## config.mk

```make
export PLATFORM = sky130hd
export DESIGN_NAME = regfile_w5_flat
export DESIGN_NICKNAME = d
export VERILOG_FILES = /design/src/rtl/regfile_w5_if.sv /design/src/rtl/regfile_w5.sv /design/src/flat_wrapper.sv
export SDC_FILE = /design/constraint.sdc
export NUM_CORES = 2
export LEC_CHECK = 0
export CORE_MARGIN = 5
export CORE_UTILIZATION = 40
export DETAILED_ROUTE_END_ITERATION = 10
export PLACE_DENSITY = 0.68
export SYNTH_ARGS = -nofsm -noshare
export SYNTH_HDL_FRONTEND = slang
export SYNTH_SLANG_ARGS = --single-unit
```

## constraint.sdc

```tcl
create_clock -name clk -period 3 [get_ports clk]
set_clock_uncertainty 0.15 [all_clocks]
set_input_delay 0.6 -clock clk [delete_from_list [all_inputs] [get_ports clk]]
set_output_delay 0.6 -clock clk [all_outputs]
set_load 0.05 [all_outputs]
```

## src/rtl/regfile_w5_if.sv

```systemverilog
// Writeback and operand-read bus of the register file: one write port, two combinational read ports.
interface regfile_w5_if #(
  parameter int unsigned WIDTH  = 32,
  parameter int unsigned ADDR_W = 5
);
  logic              we;
  logic [ADDR_W-1:0] waddr;
  logic [WIDTH-1:0]  wdata;
  logic [ADDR_W-1:0] raddr1;
  logic [ADDR_W-1:0] raddr2;
  logic [WIDTH-1:0]  rdata1;
  logic [WIDTH-1:0]  rdata2;

  modport master (
    output we, waddr, wdata, raddr1, raddr2,
    input  rdata1, rdata2
  );

  modport slave (
    input  we, waddr, wdata, raddr1, raddr2,
    output rdata1, rdata2
  );
endinterface

```

## src/rtl/regfile_w5.sv

```systemverilog
// 32-entry register file: r0 hardwired to zero, synchronous write, two
// combinational read ports with write-first bypass from the writeback port.
module regfile_w5 #(
  parameter int unsigned WIDTH  = 32,
  parameter int unsigned ADDR_W = 5
) (
  input  logic         clk,
  input  logic         rst,
  regfile_w5_if.slave  rf
);
  localparam int unsigned NREGS = 2 ** ADDR_W;

  // r0 has no storage; index 0 is resolved in the read logic.
  logic [WIDTH-1:0] regs [1:NREGS-1];

  // Storage update: reset wins over a same-cycle write.
  always_ff @(posedge clk) begin
    if (rst) begin
      for (int unsigned i = 1; i < NREGS; i++) begin
        regs[ADDR_W'(i)] <= '0;
      end
    end else if (rf.we && (rf.waddr != '0)) begin
      regs[rf.waddr] <= rf.wdata;
    end
  end

  // Read port 1
  always_comb begin
    rf.rdata1 = '0;
    if (!rst && (rf.raddr1 != '0)) begin
      if (rf.we && (rf.raddr1 == rf.waddr)) begin
        rf.rdata1 = rf.wdata;
      end else begin
        rf.rdata1 = regs[rf.raddr1];
      end
    end
  end

  // Read port 2
  always_comb begin
    rf.rdata2 = '0;
    if (!rst && (rf.raddr2 != '0)) begin
      if (rf.we && (rf.raddr2 == rf.waddr)) begin
        rf.rdata2 = rf.wdata;
      end else begin
        rf.rdata2 = regs[rf.raddr2];
      end
    end
  end
endmodule
```

## src/flat_wrapper.sv

```systemverilog
// flat-port wrapper written by rule: the top's interface ports become plain ports
module regfile_w5_flat 
#(
  parameter int unsigned WIDTH  = 32,
  parameter int unsigned ADDR_W = 5
)
  (clk, rst, rf_we, rf_waddr, rf_wdata, rf_raddr1, rf_raddr2, rf_rdata1, rf_rdata2);
  regfile_w5_if #(.WIDTH(WIDTH), .ADDR_W(ADDR_W)) rf_i ();
  input  logic clk;
  input  logic rst;
  input wire logic [$bits(rf_i.we)-1:0] rf_we;
  input wire logic [$bits(rf_i.waddr)-1:0] rf_waddr;
  input wire logic [$bits(rf_i.wdata)-1:0] rf_wdata;
  input wire logic [$bits(rf_i.raddr1)-1:0] rf_raddr1;
  input wire logic [$bits(rf_i.raddr2)-1:0] rf_raddr2;
  output wire logic [$bits(rf_i.rdata1)-1:0] rf_rdata1;
  output wire logic [$bits(rf_i.rdata2)-1:0] rf_rdata2;
  assign rf_i.we = rf_we;
  assign rf_i.waddr = rf_waddr;
  assign rf_i.wdata = rf_wdata;
  assign rf_i.raddr1 = rf_raddr1;
  assign rf_i.raddr2 = rf_raddr2;
  assign rf_rdata1 = rf_i.rdata1;
  assign rf_rdata2 = rf_i.rdata2;
  regfile_w5 #(.WIDTH(WIDTH), .ADDR_W(ADDR_W)) u_core (.clk(clk), .rst(rst), .rf(rf_i));
endmodule
```

Word-level counts from Yosys, hierarchy flattened --
Memory sizes are Yosys's and may differ from the RTL's. Cells that the tools add are included.
Storage, ports and cells: register bits after elaboration 0, memory bits (writable) 992, output and inout port bits 64, logic and storage cells 25, memories 1
Memories:
- u_core.regs | depth 31, bits a word 32, rd ports 2, clocked after memory_dff 0, wr ports 31, line regfile_w5.sv:14 | logic [WIDTH-1:0] regs [1:NREGS-1];
Cells by class: equal/unequal tests 2, multiplexer cells 12, reduce and logical (&&, ||, !) cells 10
Operators by type and width (count):
- $mux 32 | 5
- $reduce_or 32->1 | 1
- $reduce_bool 5->1 | 3
- $eq 5x5->1 | 2
- $mux 1 | 6
- $logic_and 1x1->1 | 5
- $mux 5 | 1
- $logic_not 1->1 | 1

Logic depth before layout (Yosys ltp) --
word-level depth 7, depth in mapped cells 10, gate-level depth less buffers 5

Worst setup path after synthesis --
No wires, ideal clock.
path kind input -> output, start input rf_raddr1[0], end output rf_rdata1[30], data arrival time 4.096 ns, required time 2.250 ns, setup slack -1.846 ns, stages on the path 8, buffers on the path 3, cell sequence buf_4 > buf_6 > buf_6 > mux2i_1 > a221oi_1 > o21ai_0 > nor4bb_1 > a2111oi_0
Between the ends: cells in the longest elaborated chain, start to end 4, elaborated cells on any way between the ends 7, those cells by class 1 x eq/ne; 2 x mux; 3 x reduce/logical; 1 x memory
Ends and longest elaborated chain:
- from (decl) | line flat_wrapper.sv:14 | input wire logic [$bits(rf_i.raddr1)-1:0] rf_raddr1;
- branches (longest 3 deep; another with $mem_v2 31x32)
- $mux 32 (*) | line regfile_w5.sv:30 | if (!rst && (rf.raddr1 != '0)) begin
- to (decl) | line flat_wrapper.sv:16 | output wire logic [$bits(rf_i.rdata1)-1:0] rf_rdata1;
Mark *: on every way between the ends.

Worst setup path after layout --
start input rf_raddr2[0], end output rf_rdata2[15]
Between the ends: cells in the longest elaborated chain, start to end 4, elaborated cells on any way between the ends 7, those cells by class 1 x eq/ne; 2 x mux; 3 x reduce/logical; 1 x memory
Ends and longest elaborated chain:
- from (decl) | line flat_wrapper.sv:15 | input wire logic [$bits(rf_i.raddr2)-1:0] rf_raddr2;
- branches (longest 3 deep; another with $mem_v2 31x32)
- $mux 32 (*) | line regfile_w5.sv:42 | if (!rst && (rf.raddr2 != '0)) begin
- to (decl) | line flat_wrapper.sv:17 | output wire logic [$bits(rf_i.rdata2)-1:0] rf_rdata2;
Marks and branches as above.

==> impl_metrics.tcl <==
set metrics [dict create \
    synth.yosys.seq_area_share 0.559 \
    synth_cell_type_count 51 \
    gp_congestion 0.963 \
    drc 0 \
    cts_max_path_buffers 3 \
    avgRoutedWirePerCell_um 35.1 \
    clock_sink_count 1024 \
    grt_setup_unrepaired "true" \
    dp_hpwl_mm 141 \
    routed_wl_mm 220 \
    vias_per_cell 6.56 \
    drt-initial-drc-count 6977 \
    cpMostUsedCell "buf_16" \
    cp_max_fo 6 \
    hold_viol_final 0 \
    fp-row-count 136 \
    design_area_um2 71000 \
    cp.arrival_ns 2.84 \
    vias 41200 \
    fin_crit_ns 3.59 \
    whs_path_depth 2 \
    antenna_left 0 \
    grt_pass1_vias 40600 \
    cp_top_family "compound AO/OA/AOI/OAI gates" \
    netlist_area_um2 55000 \
    ir_drop_v 0.000486 \
    crit_path_top_delay_cell "mux4_2" \
    grt_util_all_layers 0.294 \
    die_area_um2 145000 \
    final.setup.tns_ns -29.09 \
    regMostFlops "u_core.regs" \
    powerDensity_nw_per_um2 514 \
    crit_chain "buf_16, buf_16, buf_12, buf_16, mux4_2, a22o_1, a2111o_1, a32o_2, buf_12" \
    fill_cells 11000 \
    avgSynthCellArea_um2 14.4 \
    clk_pin_slew_ns 0.06 \
    hold_path_startpoint "rf_wdata[24]" \
    cp-start-kind "input port" \
    fin_nets 4449 \
    ys_warn_count 0 \
    leakagePower_nw 26.0 \
    pin_count 114 \
    tightestPinTransition_ns 0.709 \
    min_to "u_core.regs[0][24]" \
    grt_pass1_wl_mm 304 \
    numCtsBuffers 109 \
    required_ns 2.25 \
    fin_ws_ns -0.590 \
    max-cap-violations 0 \
    netlist_instances 3821 \
    ys_seq_elements 1024 \
    die_w_um 381 \
    maxSlewHeadroom 0.527 \
    hold_path_class "input port to flop" \
    layout-drive-gt1-share 0.372 \
    drt_first_pass_iters 7 \
    fmax_mhz 279 \
    synthArstFlopShare 0 \
    ys.flop_type "edfxtp_1" \
    core_um2 137000 \
    dpl_cell_area_um2 64000 \
    grt_max_degree 37 \
    die_h_um 381 \
    critPathCaptureType "primary output" \
    synth_edf_count 1024 \
    violations "negative setup slack" \
    slowest_delay_ns 0.52 \
    top_regs "u_core.regs x1024" \
    path_buf_inv 5 \
    largest_reg_flops 1024 \
    cts_tree "built" \
    post-place-ws_ns -0.741 \
    crit_cells 9 \
    area_delta_synth_final_pct 28.9 \
    fin_crit_sh 1.20 \
    antenna_found_initial 14 \
    outcome "finished, violations left" \
    drv_slew 0 \
    root_buffer "clkbuf_16" \
    numPortBuffers 113 \
    setup_viol 64 \
    path_class "input port to primary output" \
    htreeDepth 3 \
    initial_core_util 0.401 \
    overflow 0 \
]
[worst max path at each step]
stage,from,to,slack (ns)
2_1_floorplan,rf_raddr1[1],rf_rdata1[10],-0.08
3_3_place_gp,rf_waddr[2],rf_rdata1[17],-0.79
3_5_place_dp,rf_raddr1[3],rf_rdata1[17],-0.74
4_1_cts,u_core.regs[14][20],rf_rdata2[20],-0.59
5_1_grt,u_core.regs[14][20],rf_rdata2[20],-0.60
6_report,rf_raddr2[0],rf_rdata2[15],-0.59
[cell usage in the layout (no fill, tap or decap), types with 34 or more instances in the layout]
master,count
buf_4,468
clkdlybuf4s50_1,34
buf_6,44
mux2i_1,244
buf_8,39
buf_12,215
a22oi_2,40
nand2_1,63
a221oi_1,47
clkbuf_16,116
edfxtp_1,1024
and2_1,993
buf_16,35
mux4_2,387
nor2_1,35
[Yosys cell counts, drive strengths merged, types with 34 or more instances]
cell type	n	area (µm²)
a221o	34	340
a221oi	63	552
a22oi	73	548
and2	994	6220
buf	125	731
clkbuf	293	1100
edfxtp	1024	30700
mux2i	251	2510
mux4	387	8720
nand2	88	330
nand3	38	190
nor2	70	265
[through the flow]
step / power [W] / std cells / hold slack [ns] / utilization
2_1_floorplan: 0.0200 / 3852 / 0.549 / -
3_3_place_gp: 0.0227 / 5944 / 1.29 / 0.467
3_5_place_dp: 0.0228 / 5944 / 1.29 / 0.467
4_1_cts: 0.0361 / 6248 / 0.534 / 0.512
5_1_grt: 0.0372 / 6278 / 0.562 / 0.517
6_report: 0.0364 / 6282 / 0.575 / 0.517
[metal layers]
layer | vias up | track usage | part of all wire
met3 | 845 | 0.103 | 0.15
met5 | - | 0 | 0.00017
met4 | 6 | 0.156 | 0.066
li1 | 15900 | - | -
met1 | 20700 | 0.376 | 0.34
met2 | 3793 | 0.442 | 0.44
[power breakdown]
group / internal [W] / switching (W)
Clock: 0.00727 / 0.00578
Combinational: 0.00294 / 0.00348
Sequential: 0.0165 / 0.000442
[cell type report]
type,instances,area (µm²),area share
diodes,4,10.0,0.000141
well taps,1794,2240,0.0316
inverters,3,12.5,0.000176
repair buffers,854,10600,0.150
clock buffers,140,2890,0.0407
flip-flops and latches,1024,30700,0.433
multi-input cells,2407,24000,0.338
clock inverters,56,447,0.00629
[cell families after synthesis]
group / count (synthesis) / share of synthesized area
simple gates: 1299 / 0.140
buf+inv: 421 / 0.0335
other cells: 1 / 0.0000681
mux: 648 / 0.206
xor+xnor: 10 / 0.00159
flops: 1024 / 0.559
compound gates: 418 / 0.0600
[what timing repair did]
| item | 4_1_cts | 5_1_grt |
|---|---|---|
| gates resized for setup | 314 | 125 |
| setup buffers | 101 | 43 |
| pin swaps | 117 | 95 |
| hold buffers | 0 | 0 |
| cloned | 26 | 4 |
| setup endpoints to repair | 64 | 64 |
No activity file was read; power rests on OpenSTA's default activity.
